File: src/rtl/shot_clock_pkg.sv
// Shared types and constants for the shot clock countdown core.
// Latency: n/a (declarations only).
// Backpressure: n/a (declarations only).
package shot_clock_pkg;

    // Countdown FSM states.
    typedef enum logic [1:0] {
        STOP    = 2'd0,
        RUN     = 2'd1,
        EXPIRED = 2'd2
    } state_t;

    // Tenths counter width: holds up to 51 s * 10 = 510.
    localparam int TENTHS_W = 9;

    // System clocks per countdown tick.
    function automatic int calc_div(input int clk_hz, input int tick_hz);
        return clk_hz / tick_hz;
    endfunction

endpackage

File: src/rtl/shot_clock_counter_tick_gen.sv
// Prescaler: divides clk into one-cycle tick pulses every DIV enabled cycles.
// Latency: tick is combinational from the registered count; first tick DIV enabled cycles after clear.
// Backpressure: none; en low freezes the count so the sub-tick phase survives a pause.
//
// Ports: clk, rst (sync, active-high), en (count enable), clr (restart phase at 0),
//        tick (high for the one cycle the count sits at DIV-1 while enabled).
module tick_gen #(
    parameter int DIV = 10
) (
    input  logic clk,
    input  logic rst,
    input  logic en,
    input  logic clr,
    output logic tick
);

    localparam int CNT_W = $clog2(DIV);
    localparam logic [CNT_W-1:0] LAST = CNT_W'(DIV - 1);

    logic [CNT_W-1:0] cnt_q;

    // Gated by en so a count paused at DIV-1 does not emit repeated ticks.
    assign tick = en && (cnt_q == LAST);

    always_ff @(posedge clk) begin
        if (rst || clr) begin
            cnt_q <= '0;
        end else if (en) begin
            cnt_q <= tick ? '0 : cnt_q + CNT_W'(1);
        end
    end

endmodule

File: src/rtl/shot_clock_counter.sv
// Shot clock countdown: tenths-of-a-second countdown with start/pause, reloads, expiry and buzzer.
// Latency: controls act on the next cycle; display_value follows the registered tenths combinationally.
// Backpressure: none; pulses are consumed immediately, lower-priority pulses in the same cycle are dropped.
//
// Ports: clk, rst (sync, active-high), start_pause / reload_full / reload_short (one-cycle pulses),
//        display_value (whole seconds remaining, rounded up), running, expired, buzzer.
module shot_clock_counter
    import shot_clock_pkg::*;
#(
    parameter int CLK_HZ     = 100_000_000,
    parameter int TICK_HZ    = 10,
    parameter int FULL_SEC   = 24,
    parameter int SHORT_SEC  = 14,
    parameter int BUZZ_TICKS = 20
) (
    input  logic        clk,
    input  logic        rst,
    input  logic        start_pause,
    input  logic        reload_full,
    input  logic        reload_short,
    output logic [15:0] display_value,
    output logic        running,
    output logic        expired,
    output logic        buzzer
);

    localparam int DIV    = calc_div(CLK_HZ, TICK_HZ);
    localparam int BUZZ_W = $clog2(BUZZ_TICKS + 1);

    localparam logic [TENTHS_W-1:0] FULL_T    = TENTHS_W'(FULL_SEC * 10);
    localparam logic [TENTHS_W-1:0] SHORT_T   = TENTHS_W'(SHORT_SEC * 10);
    localparam logic [BUZZ_W-1:0]   BUZZ_LOAD = BUZZ_W'(BUZZ_TICKS);

    state_t              state_q, state_d;
    logic [TENTHS_W-1:0] tenths_q, tenths_d;
    logic [BUZZ_W-1:0]   buzz_cnt_q, buzz_cnt_d;
    logic                buzzer_q, buzzer_d;
    logic                reload, presc_en, tick;
    logic [TENTHS_W:0]   rounded;

    assign reload   = reload_full || reload_short;
    // Prescaler also runs during the buzzer so the buzz duration is measured in ticks.
    assign presc_en = (state_q == RUN) || ((state_q == EXPIRED) && buzzer_q);

    tick_gen #(
        .DIV (DIV)
    ) u_tick_gen (
        .clk  (clk),
        .rst  (rst),
        .en   (presc_en),
        .clr  (reload),
        .tick (tick)
    );

    always_comb begin
        state_d    = state_q;
        tenths_d   = tenths_q;
        buzz_cnt_d = buzz_cnt_q;
        buzzer_d   = buzzer_q;

        if (reload) begin
            // Reloads outrank everything else, including an expiring tick.
            tenths_d = reload_full ? FULL_T : SHORT_T;
            if (state_q == EXPIRED) begin
                state_d    = STOP;
                buzz_cnt_d = '0;
                buzzer_d   = 1'b0;
            end
        end else begin
            unique case (state_q)
                STOP: begin
                    if (start_pause) state_d = RUN;
                end
                RUN: begin
                    if (tick && (tenths_q <= TENTHS_W'(1))) begin
                        tenths_d   = '0;
                        state_d    = EXPIRED;
                        buzz_cnt_d = BUZZ_LOAD;
                        buzzer_d   = 1'b1;
                    end else begin
                        // A tick landing with a pause still counts, so no time is lost.
                        if (tick) tenths_d = tenths_q - TENTHS_W'(1);
                        if (start_pause) state_d = STOP;
                    end
                end
                EXPIRED: begin
                    // Buzzer register mirrors "counter not yet zero".
                    if (tick && buzzer_q) begin
                        buzz_cnt_d = buzz_cnt_q - BUZZ_W'(1);
                        buzzer_d   = (buzz_cnt_q != BUZZ_W'(1));
                    end
                end
                default: state_d = STOP;
            endcase
        end
    end

    always_ff @(posedge clk) begin
        if (rst) begin
            state_q    <= STOP;
            tenths_q   <= FULL_T;
            buzz_cnt_q <= '0;
            buzzer_q   <= 1'b0;
        end else begin
            state_q    <= state_d;
            tenths_q   <= tenths_d;
            buzz_cnt_q <= buzz_cnt_d;
            buzzer_q   <= buzzer_d;
        end
    end

    // Seconds rounded up; one extra bit so FULL_SEC up to 51 cannot overflow the +9.
    assign rounded       = {1'b0, tenths_q} + (TENTHS_W + 1)'(9);
    assign display_value = 16'(rounded / (TENTHS_W + 1)'(10));
    assign running       = (state_q == RUN);
    assign expired       = (state_q == EXPIRED);
    assign buzzer        = buzzer_q;

endmodule
File: config.mk
export PLATFORM = sky130hd
export DESIGN_NAME = shot_clock_counter
export DESIGN_NICKNAME = d
export VERILOG_FILES = /design/src/rtl/shot_clock_pkg.sv /design/src/rtl/shot_clock_counter_tick_gen.sv /design/src/rtl/shot_clock_counter.sv
export SDC_FILE = /design/constraint.sdc
export NUM_CORES = 1
export LEC_CHECK = 0
export ABC_AREA = 1
export CORE_ASPECT_RATIO = 0.5
export CORE_MARGIN = 1
export CORE_UTILIZATION = 35
export DETAILED_ROUTE_END_ITERATION = 16
export DONT_BUFFER_PORTS = 1
export HOLD_SLACK_MARGIN = 0.05
export REMOVE_ABC_BUFFERS = 1
export SLEW_MARGIN = 30
export SYNTH_ARGS = -nofsm -noshare
export SYNTH_HDL_FRONTEND = slang
export SYNTH_HIERARCHICAL = 1
export SYNTH_SLANG_ARGS = --single-unit
export TNS_END_PERCENT = 30
File: constraint.sdc
create_clock -name clk -period 7.6 [get_ports clk]
set_clock_uncertainty 0.15 [all_clocks]
set_input_delay 1.52 -clock clk [delete_from_list [all_inputs] [get_ports clk]]
set_output_delay 1.52 -clock clk [all_outputs]
set_load 0.005 [all_outputs]
# Yosys cells after proc, flatten, opt, wreduce, memory -nomap -nowiden
# Cells that the tools add are included.
dict set report classes {
  div_mod_pow 1
  mux 22
  addsub 4
  eq_ne 10
  n_reduce_logical 14
  magnitude_cmp 1
}
# op n
set ops {}
lappend ops {{9-bit 2-to-1 mux} 4}
lappend ops {{24-bit by 1-bit adder with 24-bit output (second input constant)} 1}
lappend ops {{24-bit == test (second input constant)} 1}
lappend ops {{24-bit 2-to-1 mux} 1}
lappend ops {{5-bit 2-to-1 mux} 4}
lappend ops {{10-bit by 4-bit divider with 16-bit output (second input constant)} 1}
lappend ops {{9-bit by 4-bit adder with 10-bit output (second input constant)} 1}
lappend ops {{2-bit 2-to-1 mux} 5}
lappend ops {{5-bit case mux with 2 select lines} 1}
lappend ops {{9-bit by 1-bit <= comparator with 1-bit output (second input constant)} 1}
lappend ops {{9-bit by 1-bit subtractor with 9-bit output (second input constant)} 1}
lappend ops {{4-bit AND reduction} 2}
lappend ops {{7-bit 2-to-1 mux} 1}
lappend ops {{3-bit by 1-bit != test with 1-bit output (second input constant)} 2}
lappend ops {{2-bit case mux with 3 select lines} 1}
lappend ops {{5-bit by 1-bit != test with 1-bit output (second input constant)} 1}
lappend ops {{5-bit by 1-bit subtractor with 5-bit output (second input constant)} 1}
lappend ops {{1-bit logical AND} 4}
lappend ops {{1-bit 2-to-1 mux} 4}
lappend ops {{4-bit by 2-bit != test with 1-bit output (second input constant)} 1}
lappend ops {{2-bit nonzero test} 2}
lappend ops {{1-bit logical OR} 3}
lappend ops {{3-bit by 2-bit != test with 1-bit output (second input constant)} 1}
lappend ops {{3-bit nonzero test} 1}
lappend ops {{other kinds (7)} 7}
dict set report word_totals {
  inputBits 5
  wordCells 57
  register_bits 41
}

# Longest topological paths before layout
dict set report logic_depth {
  word_depth 8
  mapped_depth 30
}

# Modules after synthesis
# Netlist, hierarchy kept.
# mod cells_per_inst area_each_um2 seq_area_each_um2 instances
set by_module_without_submodules {}
lappend by_module_without_submodules {shot_clock_counter 292 1855.5 340.3 1}
lappend by_module_without_submodules {tick_gen 246 1495.2 480.5 1}

# Worst setup path before layout
# No wires, ideal clock.
dict set report synth_path {
  kind {register -> output}
  startpoint {register tenths_q[0]}
  endpoint {output display_value[0]}
  setup_slack_ns 3.336
  path_stages_with_launch 28
  t_arrival_ns 2.594
  n_path_buf 0
  cell_sequence {dfxtp_1 ha_1 nand2_2 nand2_2 nand2_2 nor2_4 xnor2_1 o211ai_1 nand2_1 inv_1 nand2_2 nand3_4 nand2_2 nand3_2 nand2_2 nand2_4 nand2_2 nand2_2 inv_2 nand2_4 nand2_4 nand2_1 nand2_1 inv_2 nand2_2 nand2_2 o21ai_1 nand2_1}
}
dict set report synth_via {
  elab_chain_len 2
}
# element line
set synth_lines {}
lappend synth_lines {{start: declaration} shot_clock_counter.sv:35} ;# logic [TENTHS_W-1:0] tenths_q, tenths_d;
lappend synth_lines {{start signal: assignment} shot_clock_counter.sv:106} ;# tenths_q <= tenths_d;
lappend synth_lines {{9-bit by 4-bit adder with 10-bit output} shot_clock_counter.sv:113} ;# assign rounded = {1'b0, tenths_q} + (TENTHS_W + 1)'(9);
lappend synth_lines {{10-bit by 4-bit divider with 16-bit output} shot_clock_counter.sv:114} ;# assign display_value = 16'(rounded / (TENTHS_W + 1)'(10));
lappend synth_lines {{end: declaration} shot_clock_counter.sv:21} ;# output logic [15:0] display_value,
# No other way between the ends.

# Final worst setup path
# Ends and elaborated chain as after synthesis.

==> metrics.cfg <==
[floorplan]
core_area_mm2=0.00898
die_x_um=140
initial_core_util_pct=37.3
dieHeight_um=71.2
std_cell_rows=24
dieArea_mm2=0.00999
design.portCount=24

[cts]
cts_tree=done
postCtsResizedCells=0
hold_buffers=0
clk_latency_ps=280
numCtsBuffers=5
htreeDepth=2
cts.path.max_buffers=2
clock-sinks=41
post_cts_buffers=0
clk_pin_slew_ps=60
cts_root_buffer=clkbuf_16

[grt]
track_usage_pct=15.9
gr-total-overflow=0
antenna_found_initial=0
grt_max_degree=18
grt_pass1_vias=2941
grt_pass1_wl_mm=12.9

[logic_synthesis]
synth.largest_area_cell=dfxtp_1
yosysWarningCount=6
synth.avg_cell_area_um2=6.23
synth_edf_count=0
yosys-top-cells-area=dfxtp_1, nand2_1, nor2_1
yosysSeqAreaShare_pct=24.5
ys.flop_type=dfxtp_1
ys_types=44
yosysTopAreaCellShare_pct=24.5
synth_seq_cells=41
syn_area_mm2=0.00335
async_flop_share_pct=0
synthCells=538

[power]
p_leak_nw=1.55
p_per_area_mw_per_mm2=177
ir_worst_vdd_mv=0.0914

[critical_path]
r2r_cells=15
required_ps=5930
crit_family=simple AND/OR/NAND/NOR gates
worst_path_most_repeated_cell=nand2_2
cp.depth=25
cpPeakStageDelay_ps=430
worst_setup_path_start_kind=flop
cpMaxStageDelayCell=dfxtp_1
path_buf_inv=2
crit_fanout=6
crit_path_end_kind=primary output
crit_arrival_ps=3200
critPathKind=flop to primary output

[sta]
tightest_slew_ps=606
slew_headroom_pct=59.5
fmax_mhz=205
finalSetupViolCount=0
period_share_pct=64.1
hold_viol=0
period_needed_ps=4870
rsz0062_at_grt=no
finalSetupTns_ps=0
drv_slew=0

[place]
gp_congestion=0.857
port_buffers=0
hpwlAfterDp_mm=5.91
dpl_cell_area_mm2=0.00341

[finish]
n_fill_cell=963
final_area_mm2=0.00357
antenna-diode-count=0
drive_above_1_share_pct=12.6
seqCellArea_um2=821
final_nets=555
syn_to_final_growth_pct=6.65
multiInputGateArea_mm2=0.00215

[outcome]
status=finished, final reports clean

[hold_path]
hold_path_class=flop to flop
hold-path-cell-count=2

[drt]
drc=0
post_drt_wl_per_cell_um=11.4
vias_per_cell=4.78
via_count=3131
wirelength_mm=7.46
drt_iter0_markers=223
first_pass_iters=4
route.antenna.remaining_nets=0

[job]
drv_cap=0

power by group:
group / total [mW] / switching, mW / internal (mW)
clock: 0.236 / 0.0839 / 0.152
combinational: 0.162 / 0.107 / 0.0550
sequential: 0.233 / 0.00965 / 0.223
total: 0.631 / 0.200 / 0.431
worst register-to-register path: stages, from the launching register on:
cell and delay, ps:
dfxtp_1 310, inv_1 90, ha_1 340, a21o_1 430, nand4_1 140, nor2_1 120
nand3_1 80, inv_1 120, nand2_1 90, nand2_1 110, inv_1 100, a21boi_0 440
inv_1 180, nor4_1 250, xnor2_1 150, nor2_1 50
kinds of logic after synthesis:
logic type | count (synthesis) | synth area share, %
flops | 41 | 24.5
buf+inv | 93 | 12.2
simple gates | 324 | 45.4
xor+xnor | 13 | 3.62
fa+ha+maj | 12 | 4.48
other cells | 1 | 0.112
compound gates | 54 | 9.71
Yosys cell counts, types with 2 or more instances:
cell type and number:
nand2_1 131, nor2_1 73, inv_1 69, nand3_1 44, dfxtp_1 41, nand2_2 23
a21oi_1 19, nor2_2 13, o21ai_0 13, ha_1 12, buf_4 11, nand4_1 11
xor2_1 10, inv_2 8, nor3_1 8, a211oi_1 5, nand2_4 4, nand3_2 3
nand3b_1 3, nor2_4 3, o21ai_1 3, o21bai_1 3, a21o_1 2, a31oi_1 2
and2_1 2, buf_6 2, nor4_1 2, xnor2_1 2
state kept, by name, indices dropped and copies added, names as in the netlist:
signal	cells
buzzer	1
buzz_cnt_q	5
u_tick_gen/cnt_q	24
state_q	2
tenths_q	9
worst paths after layout:
kind                                           from                  end  slack (ps)
worst min register to register  u_tick_gen/cnt_q[1]  u_tick_gen/cnt_q[1]         350
worst max register to register           state_q[0]        buzz_cnt_q[3]        4330
worst max-delay path                    tenths_q[0]     display_value[0]        2730
worst min-delay path            u_tick_gen/cnt_q[1]  u_tick_gen/cnt_q[1]         350
layer usage:
metal | wire [µm] | track usage (%)
met2 | 3380 | 27.9
met3 | 281 | 2.71
met1 | 3680 | 20.0
met5 | 0 | 0
met4 | 119 | 5.37
per-stage QoR:
| step | total power, mW | cells | setup WS [ps] | hold slack [ps] | util [%] |
|---|---|---|---|---|---|
| 2_1_floorplan | 0.372 | 531 | 3320 | 314 | - |
| 3_3_place_gp | 0.398 | 648 | 3140 | 330 | 38.0 |
| 3_5_place_dp | 0.401 | 648 | 3030 | 335 | 38.0 |
| 4_1_cts | 0.640 | 655 | 2710 | 344 | 39.8 |
| 5_1_grt | 0.672 | 655 | 2370 | 375 | 39.8 |
| 6_report | 0.631 | 655 | 2730 | 346 | 39.8 |
final cells by class:
class,instances,share of cell area [%]
sequential,41,23.0
clock buffer,5,3.50
inverter,78,8.26
clock inverter,2,0.980
multi-input combinational,412,60.2
tap,117,4.10
cell usage in the layout, fill, tap and decap left out, drive strengths merged, types with 11 or more instances in the layout:
master	count
ha	12
a21oi	20
nand3	48
nor2	89
nand2	158
o21ai	17
nand4	12
inv	78
dfxtp	41
xor2	11
Note: power is estimated with default switching activity, not from simulation.
